**src/rtl/up_sample_pkg.sv**
```systemverilog
// Shared constants and helpers for the up_sample interpolation chain.
// Optional clamping of odd-phase results is enabled by defining UP_SAMPLE_SAT_EN.
package up_sample_pkg;

    localparam int unsigned C_INNER  = 9;
    localparam int unsigned C_OUTER  = 1;
    localparam int unsigned HB_SHIFT = 4;
    localparam int unsigned HB_RND   = 8;
    localparam int unsigned HB_GUARD = 5;

    // Clamp a sign-extended value into the signed range of a w-bit word.
    function automatic logic signed [63:0] sat(input logic signed [63:0] x,
                                               input int unsigned        w);
        logic signed [63:0] hi;
        logic signed [63:0] lo;
        hi = (64'sd1 <<< (w - 1)) - 64'sd1;
        lo = -(64'sd1 <<< (w - 1));
        if (x > hi) begin
            return hi;
        end else if (x < lo) begin
            return lo;
        end
        return x;
    endfunction

endpackage

```
**src/rtl/up_sample_halfband_interp2.sv**
```systemverilog
// One 2x half-band interpolator stage: even phase copies a delayed sample,
// odd phase computes the 4-tap midpoint. Clamps when UP_SAMPLE_SAT_EN is defined.
module halfband_interp2
    import up_sample_pkg::*;
#(
    parameter int unsigned DW = 24
) (
    input  logic                 clk,
    input  logic                 rst_n,
    input  logic                 en_lo,
    input  logic                 en_hi,
    input  logic signed [DW-1:0] data_i,
    output logic signed [DW-1:0] data_o
);

    localparam int unsigned SW = DW + HB_GUARD;
    localparam logic signed [SW-1:0] K_IN  = SW'(C_INNER);
    localparam logic signed [SW-1:0] K_OUT = SW'(C_OUTER);
    localparam logic signed [SW-1:0] K_RND = SW'(HB_RND);

    logic signed [DW-1:0] d0_q, d1_q, d2_q, d3_q, y_q;
    logic signed [DW-1:0] d0_d, d1_d, d2_d, d3_d, y_d;
    logic signed [SW-1:0] acc_c;
    logic signed [SW-1:0] shr_c;
    logic signed [DW-1:0] odd_c;

    // Odd-phase midpoint with round-half-up before the arithmetic shift.
    always_comb begin
        acc_c = K_IN * (SW'(d1_q) + SW'(d2_q)) - K_OUT * (SW'(d0_q) + SW'(d3_q)) + K_RND;
        shr_c = acc_c >>> HB_SHIFT;
`ifdef UP_SAMPLE_SAT_EN
        odd_c = DW'(sat(64'(shr_c), DW));
`else
        odd_c = DW'(shr_c);
`endif
    end

    always_comb begin
        d0_d = d0_q;
        d1_d = d1_q;
        d2_d = d2_q;
        d3_d = d3_q;
        y_d  = y_q;
        if (en_lo) begin
            d0_d = data_i;
            d1_d = d0_q;
            d2_d = d1_q;
            d3_d = d2_q;
            y_d  = d1_q;
        end else if (en_hi) begin
            y_d  = odd_c;
        end
    end

    always_ff @(posedge clk or negedge rst_n) begin
        if (!rst_n) begin
            d0_q <= '0;
            d1_q <= '0;
            d2_q <= '0;
            d3_q <= '0;
            y_q  <= '0;
        end else begin
            d0_q <= d0_d;
            d1_q <= d1_d;
            d2_q <= d2_d;
            d3_q <= d3_d;
            y_q  <= y_d;
        end
    end

    assign data_o = y_q;

endmodule

```
**src/rtl/up_sample.sv**
```systemverilog
// 512 Hz -> 4096 Hz interpolation chain: three cascaded 2x half-band stages
// with rate strobes divided down from en4096. UP_SAMPLE_SAT_EN enables clamping.
module up_sample
    import up_sample_pkg::*;
#(
    parameter int unsigned DW = 24
) (
    input  logic                 clk,
    input  logic                 rst_n,
    input  logic                 en4096,
    output logic                 ready,
    input  logic signed [DW-1:0] data_i,
    output logic                 valid,
    output logic signed [DW-1:0] data_o
);

    logic c1_q, c2_q, c3_q, valid_q;
    logic c1_d, c2_d, c3_d, valid_d;
    logic en2048, en1024, en512;
    logic signed [DW-1:0] s1_y, s2_y, s3_y;

    // Cascaded divide-by-2 strobes; en512 always coincides with the faster ones.
    always_comb begin
        en2048  = en4096 & c1_q;
        en1024  = en2048 & c2_q;
        en512   = en1024 & c3_q;
        c1_d    = c1_q ^ en4096;
        c2_d    = c2_q ^ en2048;
        c3_d    = c3_q ^ en1024;
        valid_d = en4096;
    end

    always_ff @(posedge clk or negedge rst_n) begin
        if (!rst_n) begin
            c1_q    <= 1'b0;
            c2_q    <= 1'b0;
            c3_q    <= 1'b0;
            valid_q <= 1'b0;
        end else begin
            c1_q    <= c1_d;
            c2_q    <= c2_d;
            c3_q    <= c3_d;
            valid_q <= valid_d;
        end
    end

    // Downstream stages take the upstream y register before it updates.
    halfband_interp2 #(.DW(DW)) u_stage1 (
        .clk    (clk),
        .rst_n  (rst_n),
        .en_lo  (en512),
        .en_hi  (en1024),
        .data_i (data_i),
        .data_o (s1_y)
    );

    halfband_interp2 #(.DW(DW)) u_stage2 (
        .clk    (clk),
        .rst_n  (rst_n),
        .en_lo  (en1024),
        .en_hi  (en2048),
        .data_i (s1_y),
        .data_o (s2_y)
    );

    halfband_interp2 #(.DW(DW)) u_stage3 (
        .clk    (clk),
        .rst_n  (rst_n),
        .en_lo  (en2048),
        .en_hi  (en4096),
        .data_i (s2_y),
        .data_o (s3_y)
    );

    assign ready  = en512;
    assign valid  = valid_q;
    assign data_o = s3_y;

endmodule

```
**config.mk**
```make
export PLATFORM = sky130hd
export DESIGN_NAME = up_sample
export DESIGN_NICKNAME = d
export VERILOG_FILES = /design/src/rtl/up_sample_pkg.sv /design/src/rtl/up_sample_halfband_interp2.sv /design/src/rtl/up_sample.sv
export SDC_FILE = /design/constraint.sdc
export NUM_CORES = 1
export LEC_CHECK = 0
export BUFFER_PORTS_ARGS = -buffer_cell sky130_fd_sc_hd__clkbuf_2
export CORE_MARGIN = 3
export CORE_UTILIZATION = 40
export CTS_BUF_LIST = sky130_fd_sc_hd__clkbuf_2
export CTS_CLUSTER_SIZE = 8
export DETAILED_ROUTE_END_ITERATION = 6
export GPL_ROUTABILITY_DRIVEN = 0
export RECOVER_POWER = 100
export SLEW_MARGIN = 10
export SYNTH_ARGS = -nofsm -noshare
export SYNTH_HDL_FRONTEND = slang
export SYNTH_SLANG_ARGS = --single-unit
```
**constraint.sdc**
```tcl
create_clock -name clk -period 5.45 [get_ports clk]
set_input_delay 0 -clock clk [delete_from_list [all_inputs] [get_ports clk]]
set_output_delay 0 -clock clk [all_outputs]
set_load 0.01 [all_outputs]
```
# == Word-level counts from Yosys, hierarchy flattened ==
# Index checks and enable logic that the tools add are counted.
# op_classes
shift,0
n_reduce_logical,3
magnitude_cmp,0
n_bitwise,6
n_div,0
eq_ne,0
mul,3
add_sub_neg,12
n_mux,6
# op_table
op,n
$add A24 B24 Y25,6
$mux W24,6
$mul A5 B29 Y28 const A,3
$add A28 B5 Y28 const B,3
$sub A28 B28 Y28,3
$reduce_bool A2 Y1,3
$and A1 B1 Y1,3
$xor A1 B1 Y1,3
# word_totals
ramBits,0
memories,0
output_inout_bits,26
regBits,364
input_bits,27
mem_bits_ro,0
latchBits,0
wordCells,49

# == Logic depth before layout (Yosys ltp) ==
# depth
depth_word,6
depth_mapped,30
mapped_depth_nobuf,30

# == Hierarchy ==
# From an unflattened synthesis, not the netlist that was laid out.
# unflattened
cells_unflattened,2657
area_unflattened_um2,26260.2
# modules_own_cells
mod,area_per_inst_um2,n_inst,seq_area_each_um2,cells_each
halfband_interp2 at u_stage2,8778.4,1,3002.9,886
halfband_interp2 at u_stage3,8755.9,1,3002.9,905
halfband_interp2 at u_stage1,8588.2,1,3002.9,859
up_sample,137.6,1,100.1,7

# == Least setup slack after synthesis ==
# OpenSTA, ideal clock, no wires.
# synth_path
path_kind,reg-to-reg
start,register u_stage2.d3_q[4]
end,register u_stage2.y_q[23] (netlist: u_stage2.data_o[23])
required_ns,5.314
path_buffers,0
arrival_ns,5.751
slack_ns,-0.437
stages_incl_launch_ff,29
synth_period_minus_slack_ns,5.887
setup_ns,0.136
path_cell_list,dfrtp_1 -> ha_1 -> a2111oi_2 -> o21ai_1 -> o21ai_1 -> o21ai_2 -> a221oi_2 -> o21ai_2 -> a211oi_2 -> o21bai_1 -> a21oi_1 -> xor2_1 -> ha_1 -> inv_1 -> fa_1 -> inv_1 -> ha_1 -> ha_1 -> ha_1 -> a21o_1 -> a21o_1 -> a21o_1 -> a21oi_1 -> o21ai_0 -> a21o_1 -> a221o_1 -> xnor2_1 -> o211ai_1 -> o21ai_0
# synth_via
elab_chain_cells,5
# synth_rtl
element,line_no,text
"start, declared",up_sample_halfband_interp2.sv:21,"logic signed [DW-1:0] d0_q, d1_q, d2_q, d3_q, y_q;"
"start signal, assigned",up_sample_halfband_interp2.sv:60,d3_q <= '0;
"start signal, assigned",up_sample_halfband_interp2.sv:66,d3_q <= d3_d;
$add A24 B24 Y25,up_sample_halfband_interp2.sv:29,acc_c = K_IN * (SW'(d1_q) + SW'(d2_q)) - K_OUT * (SW'(d0_q) + SW'(d3_q)) + K_RND;
$sub A28 B28 Y28,up_sample_halfband_interp2.sv:29,
$add A28 B5 Y28,up_sample_halfband_interp2.sv:29,
$mux W24,up_sample_halfband_interp2.sv:50,end else if (en_hi) begin
$mux W24,up_sample_halfband_interp2.sv:44,if (en_lo) begin
"end signal, assigned",up_sample_halfband_interp2.sv:67,y_q <= y_d;
"end, declared",up_sample_halfband_interp2.sv:21,
# No other way between the ends. The select of a mux whose other input is x is not followed.
# A chain may end at the register's enable or synchronous reset.

# == Final worst setup path ==
# layout_path
start,register u_stage2.d1_q[0]
end,register u_stage2.y_q[23] (netlist: u_stage2.data_o[23])
# layout_via
elab_chain_cells,6
# layout_rtl
element,line_no,text
"start, declared",up_sample_halfband_interp2.sv:21,
"start signal, assigned",up_sample_halfband_interp2.sv:58,d1_q <= '0;
"start signal, assigned",up_sample_halfband_interp2.sv:64,d1_q <= d1_d;
$add A24 B24 Y25,up_sample_halfband_interp2.sv:29,
$mul A5 B29 Y28,up_sample_halfband_interp2.sv:29,
$sub A28 B28 Y28,up_sample_halfband_interp2.sv:29,
$add A28 B5 Y28,up_sample_halfband_interp2.sv:29,
$mux W24,up_sample_halfband_interp2.sv:50,
$mux W24,up_sample_halfband_interp2.sv:44,
# No other way between the ends. The select of a mux whose other input is x is not followed.

==> summary.md <==
| Metric | Value |
|---|---|
| Fraction of layout cells with a size suffix above 1 | `33.37%` |
| I/O pins | `between 50 and 60` |
| Crit. End Element | `flop` |
| CORE AREA | `just over 70000 um^2` |
| Die X-Extent | `approximately 270 um` |
| Min Tclk post-route | `slightly below 6 ns` |
| Upper clock frequency limit | `roughly 170 MHz` |
| Clock tree from TritonCTS | `yes` |
| Synth Flop Type | `dfrtp_1` |
| Gate count after technology mapping | `roughly 2800` |
| GR peak layer | `met2` |
| Crit-path max FO | `2` |
| Critical path class | `reg -> reg` |
| Clock latency on the worst-skew pair | `around 1.2 ns` |
| Clk pin slew, worst setup/hold paths | `~0.090 ns` |
| Cells on worst reg2reg path | `30` |
| Setup-failing EPs final | `26` |
| GRT Util Overall | `between 15 and 20%` |
| Area growth syn-to-layout | `28.17%` |
| FFs w/ async S/R, synth | `100.0%` |
| First-pass GRT wire length | `106200 um` |
| Post-synth EDFFs | `0` |
| Synth top area share | `between 30% and 40%` |
| Post-detailed-route count of antenna-violating nets | `0` |
| Tcrit/Tclk final | `105.9%` |
| CTS Buf Count | `98` |
| Syn nets | `about 3400` |
| Ys Warns | `0` |
| Vias in the first global route | `23000` |
| Critical path data required time | `around 6.4 ns` |
| Crit path largest cell delay | `approximately 0.54 ns` |
| Status | `finished, violations left` |
| Routed WL | `62920 um` |
| Clock skew | `0.1338 ns` |
| Chip height | `about 270 um` |
| 1st-iter DRT viols | `approximately 660` |
| Number of port buffers | `52` |
| First-pass DRT Iterations | `4` |
| Worst reg-to-reg setup slack | `-0.32 ns` |
| Mapped Area | `28590 um^2` |
| Max cap viols | `2` |
| Slew @ Worst Pin | `around 3.5 ns` |
| Most frequent CP cell | `a21o_1` |
| Crit path arrival time | `roughly 6.7 ns` |
| Nets | `between 3000 and 4000` |
| Vias | `21940` |
| RSZ-0062 raised after global routing | `yes` |
| H-tree depth | `3` |
| Yosys reg bits | `364` |
| Met3 Use GR | `2.814%` |
| Root Buffer | `clkbuf_2` |
| Initial core utilization | `slightly above 40%` |
| Crit path launch type | `flop` |
| Post-route DRC | `0` |
| Overflow after GRT | `0` |
| Met1 Use GR | `a little over a fifth` |
| Largest area contributor in the netlist | `dfrtp_1` |
| DP HPWL | `roughly 46000 um` |
| Largest net degree at the start of global routing | `~170` |
| Top-count cell post-synth | `ha_1` |
| Setup ws final | `-0.3239 ns` |
| Distinct cell type count after synthesis | `80` |
| HP Class | `in -> reg` |
| Hold Path Stages | `4` |
| Slew Viols, Final | `~300` |
| Synthesized area per cell | `10.15 um^2` |
| Sequential share of the synthesized area | `31.86%` |
| CTS max path bufs | `3` |
| Met2 GRT Util | `around 29%` |
| Final hold violation count | `0` |
| Failing checks | `capacitance limit, slew limit, setup timing` |
| Vias per cell | `roughly 5` |
| Final core occ | `between 50 and 60%` |
| Row count | `97` |
| Layout fillers | `around 6300` |
| Worst path slowest cell | `fa_1` |
| Multi-input gate area | `20140 um^2` |
| Sink Count | `around 360` |
| Post-synth top cells | `435 x ha_1, 365 x inv_1, 364 x dfrtp_1, 242 x mux2_2, 160 x a21oi_1` |
| Initial antenna violation count | `2` |
| Sequential cell area | `roughly 9100 um^2` |
| Max-slew headroom | `-131.2%` |
| Die area | `roughly 75000 um^2` |
| Top cells by area, synth | `dfrtp_1 32%, ha_1 19%, mux2_2 9.5%, fa_1 5.7%, inv_1 4.8%` |
| Routed length per placed instance | `between 10 and 15 um` |
metal layers:
layer,routed length (um),vias up
li1,-,10990
met1,29260,10520
met2,30250,295
met3,1842,130
met4,1576,0
met5,0,-
critical path, delay by kind of cell (launching register included):
family / cells / cell delay, ns
simple gates: 2 / 0.28
flops: 1 / 0.37
fa+ha+maj: 7 / 2.08
buf+inv: 4 / 0.19
xor+xnor: 2 / 0.26
compound gates: 15 / 2.42
placed cells by master, fill, tap and decap left out, types with 12 or more instances in the layout:
master / n
mux2i_1: 23
xor2_1: 77
o21ai_1: 42
mux2_2: 242
dfrtp_1: 364
nand2b_1: 29
fa_1: 74
inv_1: 342
a22oi_1: 15
clkbuf_1: 28
buf_4: 398
nor2_1: 105
o21ai_0: 108
o21bai_1: 18
ha_4: 106
clkinv_1: 17
inv_2: 23
o21ai_2: 12
nand3_1: 31
o211ai_1: 14
xnor2_1: 103
dlygate4sd3_1: 54
a21o_1: 110
a21oi_2: 35
xnor2_2: 18
a21oi_1: 125
buf_6: 17
ha_1: 319
clkbuf_2: 161
nand2_1: 126
o21a_1: 24
nor2b_1: 25
nor3_1: 20
worst paths after layout:
check / from / to
setup / recovery: u_stage2.d1_q[0] / u_stage2.data_o[23]
setup reg to reg: u_stage2.d1_q[0] / u_stage2.data_o[23]
max in group asynchronous: rst_n / u_stage1.d1_q[22]
hold / removal: data_i[2] / u_stage1.d0_q[2]
min in group asynchronous: rst_n / c2_q
hold reg to reg: u_stage2.data_o[19] / u_stage2.data_o[19]
flip-flops by register name (all words and copies together) (netlist names):
signal           count
u_stage3.d1_q       24
c1_q                 1
u_stage3.d2_q       24
u_stage1.d0_q       24
u_stage1.d1_q       24
u_stage1.data_o     24
u_stage3.d3_q       24
c2_q                 1
u_stage2.d3_q       24
u_stage2.data_o     24
u_stage1.d3_q       24
valid                1
u_stage1.d2_q       24
u_stage2.d0_q       24
u_stage2.d1_q       24
c3_q                 1
u_stage3.data_o     24
u_stage2.d2_q       24
u_stage3.d0_q       24
per-stage QoR:
stage | hold slack [ns] | cells | TNS (ns) | worst slack [ns] | instance area (um^2)
floorplan | -0.2956 | 2817 | -0.1031 | -0.1031 | 28830
global placement | -0.02170 | 4114 | -7.321 | -0.4688 | 32890
detailed placement | -0.01617 | 4114 | -10.79 | -0.5870 | 32890
CTS | 0.02805 | 4356 | -3.713 | -0.4494 | 35380
global route | 0.05649 | 4386 | -65.67 | -0.6784 | 36640
finish | 0.2048 | 4386 | -4.966 | -0.3239 | 36640
kinds of logic (layout without fill, tap and decap cells):
kind of cell               Yosys count  in the layout  synth area share [%]
buffers and inverters              429           1052                 5.637
other                                0              6                     0
and+or+nand+nor                    410            410                 6.722
xor gates and xnor gates           203            203                 6.219
AOI/OAI and AO/OA                  630            630                 14.51
adders and majority gates          516            516                 24.71
DFF                                364            364                 31.86
muxes                              265            265                 10.34
cell type report:
| class | count | share of cell area (%) |
|---|---|---|
| antenna | 6 | 0.04098 |
| multi-input combinational | 2024 | 54.97 |
| clock buffer | 135 | 1.844 |
| sequential | 364 | 24.86 |
| timing repair buffer | 525 | 10.90 |
| inverter | 366 | 3.749 |
| clock inverter | 26 | 0.4234 |
| tap | 940 | 3.210 |
what timing repair did:
action | 4_1_cts | 5_1_grt
pin swaps | 149 | 147
setup buffers | 27 | 26
hold endpoints to repair | 422 | 0
hold buffers | 55 | 0
resized for setup | 155 | 181
cloned | 0 | 0
endpoints found under the setup margin | 39 | 46
Power is left out: the tool's default activity adds up to more than one toggle a clock period on the data nets, which glitch-free logic cannot reach.
